`config.mk`:
```
export PLATFORM = sky130hd
export DESIGN_NAME = vga_sync_receiver
export DESIGN_NICKNAME = d
export VERILOG_FILES = /design/src/rtl/vga_sync_receiver.sv
export SDC_FILE = /design/constraint.sdc
export NUM_CORES = 1
export LEC_CHECK = 0
export ABC_CLOCK_PERIOD_IN_PS = 3500
export CAP_MARGIN = 5
export CORE_MARGIN = 3
export CORE_UTILIZATION = 55
export DETAILED_ROUTE_END_ITERATION = 8
export PLACE_DENSITY = 0.78
export RECOVER_POWER = 100
export SYNTH_ARGS = -nofsm -noshare
export SYNTH_HDL_FRONTEND = slang
export SYNTH_SLANG_ARGS = --single-unit
```
`constraint.sdc`:
```
create_clock -name i_Clk -period 3.5 [get_ports i_Clk]
set_clock_uncertainty 0.2 [all_clocks]
set_input_delay 0.7 -clock i_Clk [delete_from_list [all_inputs] [get_ports i_Clk]]
set_output_delay 0.7 -clock i_Clk [all_outputs]
set_load 0.005 [all_outputs]
```
`src/rtl/vga_sync_receiver.sv`:
```
// VGA sync receiver: recovers beam column/row from HSync/VSync, checks line and
// frame timing, and reports lock, timing errors and pixel data aligned to the beam.
module vga_sync_receiver #(
    parameter int unsigned H_ACTIVE    = 640,
    parameter int unsigned H_FPORCH    = 16,
    parameter int unsigned H_MAX       = 800,
    parameter int unsigned V_ACTIVE    = 480,
    parameter int unsigned V_FPORCH    = 10,
    parameter int unsigned V_MAX       = 525,
    parameter int unsigned LOCK_FRAMES = 2
) (
    input  logic       i_Clk,
    input  logic       i_Rst_n,
    input  logic       i_HSync,
    input  logic       i_VSync,
    input  logic [8:0] i_RGB,
    output logic [9:0] o_Column,
    output logic [9:0] o_Row,
    output logic [8:0] o_RGB,
    output logic       o_Pixel_Valid,
    output logic       o_Frame_Start,
    output logic       o_Locked,
    output logic       o_H_Err,
    output logic       o_V_Err,
    output logic [7:0] o_Err_Count
);

    typedef enum logic [1:0] {
        SEARCH = 2'd0,
        HLOCK  = 2'd1,
        LOCKED = 2'd2
    } state_e;

    localparam logic [9:0]  H_SYNC_COL = 10'(H_ACTIVE + H_FPORCH);
    localparam logic [9:0]  H_LAST     = 10'(H_MAX - 1);
    localparam logic [9:0]  H_ACT      = 10'(H_ACTIVE);
    localparam logic [9:0]  V_LOAD_ROW = 10'(V_ACTIVE + V_FPORCH);
    localparam logic [9:0]  V_LAST     = 10'(V_MAX - 1);
    localparam logic [9:0]  V_ACT      = 10'(V_ACTIVE);
    localparam logic [11:0] LINE_LEN   = 12'(H_MAX);
    localparam logic [11:0] FRAME_LAST = 12'(V_MAX - 1);
    localparam logic [11:0] VS_WINDOW  = 12'(V_MAX + 1);
    localparam logic [11:0] CNT_SAT    = '1;
    localparam logic [7:0]  LOCK_GOAL  = 8'(LOCK_FRAMES);

    state_e      state_q, state_d;
    logic        hs1_q, hs1_d, vs1_q, vs1_d;
    logic        hs_prev_q, hs_prev_d, vs_prev_q, vs_prev_d;
    logic [8:0]  rgb1_q, rgb1_d;
    logic [11:0] line_cnt_q, line_cnt_d;
    logic        h_seen_q, h_seen_d;
    logic        v_pend_q, v_pend_d;
    logic        v_seen_q, v_seen_d;
    logic [11:0] frame_cnt_q, frame_cnt_d;
    logic [11:0] vs_age_q, vs_age_d;
    logic [7:0]  good_cnt_q, good_cnt_d;
    logic [9:0]  column_q, column_d;
    logic [9:0]  row_q, row_d;
    logic [8:0]  rgb_q, rgb_d;
    logic        pix_valid_q, pix_valid_d;
    logic        frame_start_q, frame_start_d;
    logic        locked_q, locked_d;
    logic        h_err_q, h_err_d;
    logic        v_err_q, v_err_d;
    logic [7:0]  err_cnt_q, err_cnt_d;

    logic h_fall, v_fall, wrap, v_load, row_wrap;
    logic h_err, h_good, frame_good, frame_bad, vs_missing, v_err, leave_lock;

    always_comb begin
        hs1_d     = i_HSync;
        vs1_d     = i_VSync;
        rgb1_d    = i_RGB;
        hs_prev_d = hs1_q;
        vs_prev_d = vs1_q;
        state_d    = state_q;
        good_cnt_d = good_cnt_q;

        // column_q/row_q double as the coordinate history of the previous sample
        h_fall   = hs_prev_q & ~hs1_q;
        v_fall   = vs_prev_q & ~vs1_q;
        wrap     = ~h_fall & (column_q == H_LAST);
        v_load   = wrap & (v_pend_q | v_fall);
        row_wrap = wrap & ~v_load & (row_q == V_LAST);

        if (h_fall)    column_d = H_SYNC_COL;
        else if (wrap) column_d = '0;
        else           column_d = column_q + 10'd1;

        if (v_load)        row_d = V_LOAD_ROW;
        else if (row_wrap) row_d = '0;
        else if (wrap)     row_d = row_q + 10'd1;
        else               row_d = row_q;

        h_err      = h_fall & h_seen_q & (line_cnt_q != LINE_LEN);
        h_good     = h_fall & h_seen_q & (line_cnt_q == LINE_LEN);
        frame_good = v_load & v_seen_q & (frame_cnt_q == FRAME_LAST);
        frame_bad  = v_load & v_seen_q & (frame_cnt_q != FRAME_LAST);
        vs_missing = row_wrap & (vs_age_q >= VS_WINDOW);
        v_err      = frame_bad | vs_missing;

        if (h_fall)                     line_cnt_d = 12'd1;
        else if (line_cnt_q != CNT_SAT) line_cnt_d = line_cnt_q + 12'd1;
        else                            line_cnt_d = line_cnt_q;

        if (v_load)                               frame_cnt_d = '0;
        else if (wrap && frame_cnt_q != CNT_SAT)  frame_cnt_d = frame_cnt_q + 12'd1;
        else                                      frame_cnt_d = frame_cnt_q;

        // After a missing VSync the next load starts a fresh measurement
        if (vs_missing)  v_seen_d = 1'b0;
        else if (v_load) v_seen_d = 1'b1;
        else             v_seen_d = v_seen_q;

        if (v_load)      v_pend_d = 1'b0;
        else if (v_fall) v_pend_d = 1'b1;
        else             v_pend_d = v_pend_q;

        if (v_fall)                             vs_age_d = '0;
        else if (wrap && vs_age_q != VS_WINDOW) vs_age_d = vs_age_q + 12'd1;
        else                                    vs_age_d = vs_age_q;

        unique case (state_q)
            SEARCH: begin
                if (h_good) begin
                    state_d    = HLOCK;
                    good_cnt_d = '0;
                end
            end
            HLOCK: begin
                if (h_err) begin
                    state_d = SEARCH;
                end else if (frame_good) begin
                    if (good_cnt_q + 8'd1 >= LOCK_GOAL) state_d = LOCKED;
                    else                                good_cnt_d = good_cnt_q + 8'd1;
                end else if (v_err) begin
                    good_cnt_d = '0;
                end
            end
            LOCKED: begin
                if (h_err || v_err) state_d = SEARCH;
            end
            default: state_d = SEARCH;
        endcase

        leave_lock = (state_q != SEARCH) && (state_d == SEARCH);
        if (leave_lock)  h_seen_d = 1'b0;
        else if (h_fall) h_seen_d = 1'b1;
        else             h_seen_d = h_seen_q;

        locked_d      = (state_d == LOCKED);
        rgb_d         = rgb1_q;
        pix_valid_d   = locked_d && (column_d < H_ACT) && (row_d < V_ACT);
        frame_start_d = locked_d && (column_d == '0) && (row_d == '0);
        h_err_d       = h_err;
        v_err_d       = v_err;
        if ((h_err || v_err) && err_cnt_q != 8'hFF) err_cnt_d = err_cnt_q + 8'd1;
        else                                       err_cnt_d = err_cnt_q;
    end

    always_ff @(posedge i_Clk or negedge i_Rst_n) begin
        if (!i_Rst_n) begin
            state_q       <= SEARCH;
            hs1_q         <= 1'b1;
            vs1_q         <= 1'b1;
            hs_prev_q     <= 1'b1;
            vs_prev_q     <= 1'b1;
            rgb1_q        <= '0;
            line_cnt_q    <= '0;
            h_seen_q      <= 1'b0;
            v_pend_q      <= 1'b0;
            v_seen_q      <= 1'b0;
            frame_cnt_q   <= '0;
            vs_age_q      <= '0;
            good_cnt_q    <= '0;
            column_q      <= '0;
            row_q         <= '0;
            rgb_q         <= '0;
            pix_valid_q   <= 1'b0;
            frame_start_q <= 1'b0;
            locked_q      <= 1'b0;
            h_err_q       <= 1'b0;
            v_err_q       <= 1'b0;
            err_cnt_q     <= '0;
        end else begin
            state_q       <= state_d;
            hs1_q         <= hs1_d;
            vs1_q         <= vs1_d;
            hs_prev_q     <= hs_prev_d;
            vs_prev_q     <= vs_prev_d;
            rgb1_q        <= rgb1_d;
            line_cnt_q    <= line_cnt_d;
            h_seen_q      <= h_seen_d;
            v_pend_q      <= v_pend_d;
            v_seen_q      <= v_seen_d;
            frame_cnt_q   <= frame_cnt_d;
            vs_age_q      <= vs_age_d;
            good_cnt_q    <= good_cnt_d;
            column_q      <= column_d;
            row_q         <= row_d;
            rgb_q         <= rgb_d;
            pix_valid_q   <= pix_valid_d;
            frame_start_q <= frame_start_d;
            locked_q      <= locked_d;
            h_err_q       <= h_err_d;
            v_err_q       <= v_err_d;
            err_cnt_q     <= err_cnt_d;
        end
    end

    assign o_Column      = column_q;
    assign o_Row         = row_q;
    assign o_RGB         = rgb_q;
    assign o_Pixel_Valid = pix_valid_q;
    assign o_Frame_Start = frame_start_q;
    assign o_Locked      = locked_q;
    assign o_H_Err       = h_err_q;
    assign o_V_Err       = v_err_q;
    assign o_Err_Count   = err_cnt_q;

endmodule

```
==> flow_summary.json, run 1 <==
{
  "status": "finished, violations left",
  "failed_checks": "capacitance limit, slew limit",
  "r2r_start": "o_Column[0]",
  "nets": 550,
  "htree_levels": 3,
  "relSlewSlack_pct": -62.9,
  "leakage_nw": 2.65,
  "fp.coreArea_um2": 8340,
  "fmax_mhz": 326,
  "yosysTopAreaCell": "dfrtp_1",
  "drc": 0,
  "syn_area_per_cell_um2": 10.3,
  "hold_end": "o_RGB[7]",
  "synth_cells": 466,
  "synth_commonest_cells": "dfrtp_1 (100), nor2_1 (66), nand2_1 (38)",
  "place_congestion": 0.907,
  "r2r_slack_ps": 430,
  "grt_overflow": 0,
  "cp_data_required_time_ps": 3580,
  "cp_max_fo": 14,
  "mappedNetlistNets": 491,
  "design_area_um2": 5640,
  "cp_slowest_stage_delay_ps": 490,
  "viasPerCell": 5.56,
  "drive_gt1_share_pct": 6.60,
  "critPathArrivalTime_ps": 3150,
  "root_buffer": "clkbuf_8",
  "synth_flop_cell": "dfrtp_1",
  "combPwrFrac_pct": 12.7,
  "swShare_pct": 26.8,
  "post-cts-setup-buffers": 0,
  "period_share_pct": 87.6,
  "power.density_nw_per_um2": 432,
  "dpl.hpwl_mm": 6.84,
  "vias": 3532,
  "fin_setup_tns_ps": 0,
  "finalSetupViolations": 0,
  "maxSlewViolCount": 105,
  "num_io_pins": 55,
  "die_h_um": 99.6,
  "drtPass1Iterations": 5,
  "cts_buffer_depth": 2,
  "regToRegEndpoint": "o_Pixel_Valid",
  "die-area_um2": 9910,
  "cts_tree": "built",
  "dr.first_iter.drc_count": 312,
  "dp_slack_ps": 623,
  "crit_path_start": "o_Column[0]",
  "initial_core_util_pct": 57.7,
  "routed_wirelength_mm": 9.51,
  "rsz0062_at_grt": "no",
  "ys_types": 55,
  "multi_input_area_um2": 2070,
  "die_w_um": 99.6,
  "min_path_cells": 0,
  "place_area_um2": 5470,
  "rows": 33,
  "seqCellArea_um2": 2610,
  "crit_slowest_cell": "nor4_1",
  "antenna_found_initial": 0,
  "p_seq_share_pct": 56.5,
  "syn_area_um2": 4810,
  "crit_path_end_kind": "register",
  "seq_area_frac_synth_pct": 54.2,
  "critPathKind": "register to register",
  "final_antenna_net_count": 0,
  "power.share.clock_pct": 30.8,
  "grt_first_pass_wirelength_mm": 16.2,
  "clk_latency_ps": 370,
  "ir_worst_vdd_v": 0.000392,
  "antenna_cells": 0,
  "wl_per_cell_um": 15.0,
  "instances_no_fill": 635,
  "finalHoldViolCount": 0,
  "p_total_mw": 2.44,
  "cts.sinks": 104,
  "cap_violations": 1,
  "syn_to_final_growth_pct": 17.2,
  "worst_pin_slew_ps": 2440,
  "synthMostInstantiatedCell": "dfrtp_1",
  "portBuffers": 54,
  "utilization_pct": 67.6,
  "synth_edf_count": 0,
  "cts_resized": 0,
  "start_kind": "register",
  "r2r_cells": 9,
  "synth_top_area_share_pct": 52.0,
  "cts.hold.buffers_added": 0,
  "synth_area_leaders": "dfrtp_1 (52%), xor2_1 (5.5%), nor2_1 (5.1%)",
  "period_needed_ps": 3070,
  "path_clk_slew_ps": 110,
  "hold_start": "rgb1_q[7]",
  "min_path_type": "register to register",
  "yosysWarnings": 0,
  "worst_slack_ps": 433,
  "track_usage_pct": 20.7,
  "whs_ps": 144,
  "fill_cells": 644,
  "place_inst": 619,
  "async_flop_share_pct": 100,
  "synth_seq_cells": 104,
  "p_sw_mw": 0.652,
  "p_int_mw": 1.78,
  "grt_pass1_vias": 3409,
  "cts-buffers-inserted": 9,
  "worstPathCellList": "ha_1, and4_1, nand4_2, clkbuf_1, nor4_1, o41ai_1, o32ai_1, o21ai_1, a211oi_1",
  "grt_start_max_net_pins": 105
}
-- placed cells by master (no fill, tap or decap), drive strengths merged, types with 7 or more instances in the layout --
cell         instances
o21ai               10
nor2                66
a21oi               11
clkbuf              13
nand4               20
nor3                14
xnor2               19
xor2                30
nand2               39
a31oi                7
nand3               23
and3                17
inv                 20
dfrtp              100
dlygate4sd3         53
ha                  12
nor2b               11
-- state kept, by name (all words and copies together) (netlist names), 2 cells and up --
| register | count |
|---|---|
| rgb1_q | 9 |
| frame_cnt_q | 12 |
| o_RGB | 9 |
| o_Row | 10 |
| vs_age_q | 12 |
| line_cnt_q | 12 |
| state_q | 2 |
| good_cnt_q | 8 |
| o_Column | 10 |
| o_Err_Count | 8 |
-- cell type report --
| class | instances | share of cell area (%) |
|---|---|---|
| sequential | 104 | 46.2 |
| tap | 105 | 2.33 |
| timing repair buffer | 59 | 10.0 |
| clock inverter | 7 | 1.40 |
| multi-input combinational | 333 | 36.6 |
| clock buffer | 9 | 2.20 |
| inverter | 18 | 1.20 |
-- worst max path at each step --
stage               slack (ps)            end  cells after the start
floorplan                  970  o_Frame_Start                     10
global placement           780    vs_age_q[7]                      8
detailed placement         620    vs_age_q[7]                      8
CTS                        600    vs_age_q[7]                      8
global route               160  o_Pixel_Valid                      9
finish                     430  o_Pixel_Valid                      9
-- layer usage --
layer | up-vias | global-route usage, % | wire, um | part of all wire, %
met5 | - | 0 | 0 | 0
met4 | 0 | 6.62 | 85 | 0.89
met3 | 5 | 5.82 | 489 | 5.1
met2 | 79 | 32.1 | 4640 | 49
met1 | 1725 | 28.5 | 4300 | 45
li1 | 1723 | - | - | -
-- power by group through the flow --
stage	Combinational (mW)	Clock [mW]	Sequential, mW
2_1_floorplan	0.158	0	1.38
3_3_place_gp	0.327	0	1.39
3_5_place_dp	0.338	0	1.40
4_1_cts	0.340	0.783	1.38
5_1_grt	0.342	0.833	1.39
6_report	0.309	0.751	1.38
-- cell families after synthesis --
kind of cell,Yosys count,synth area share [%]
buffers and inverters,29,2.68
AO/OA/AOI/OAI,42,5.67
AND/OR/NAND/NOR,224,24.2
adder cells (fa/ha/maj),12,3.12
flip-flops,104,54.2
multiplexers,6,1.27
XOR/XNOR,49,8.91
-- critical path: cells and delay by family, from the launching register on --
| family | cells | cell delay, ps |
|---|---|---|
| buffers and inverters | 1 | 300 |
| AO/OA/AOI/OAI | 4 | 810 |
| AND/OR/NAND/NOR | 3 | 950 |
| adder cells (fa/ha/maj) | 1 | 270 |
| flip-flops | 1 | 440 |
Note: power is estimated with default switching activity, not from simulation.
==> run 2, diff against run 1 <==
- CAP_MARGIN: 5 -> 40
==> results of run 2 <==
Final layout, timing and power as in run 1 (identical DEF).
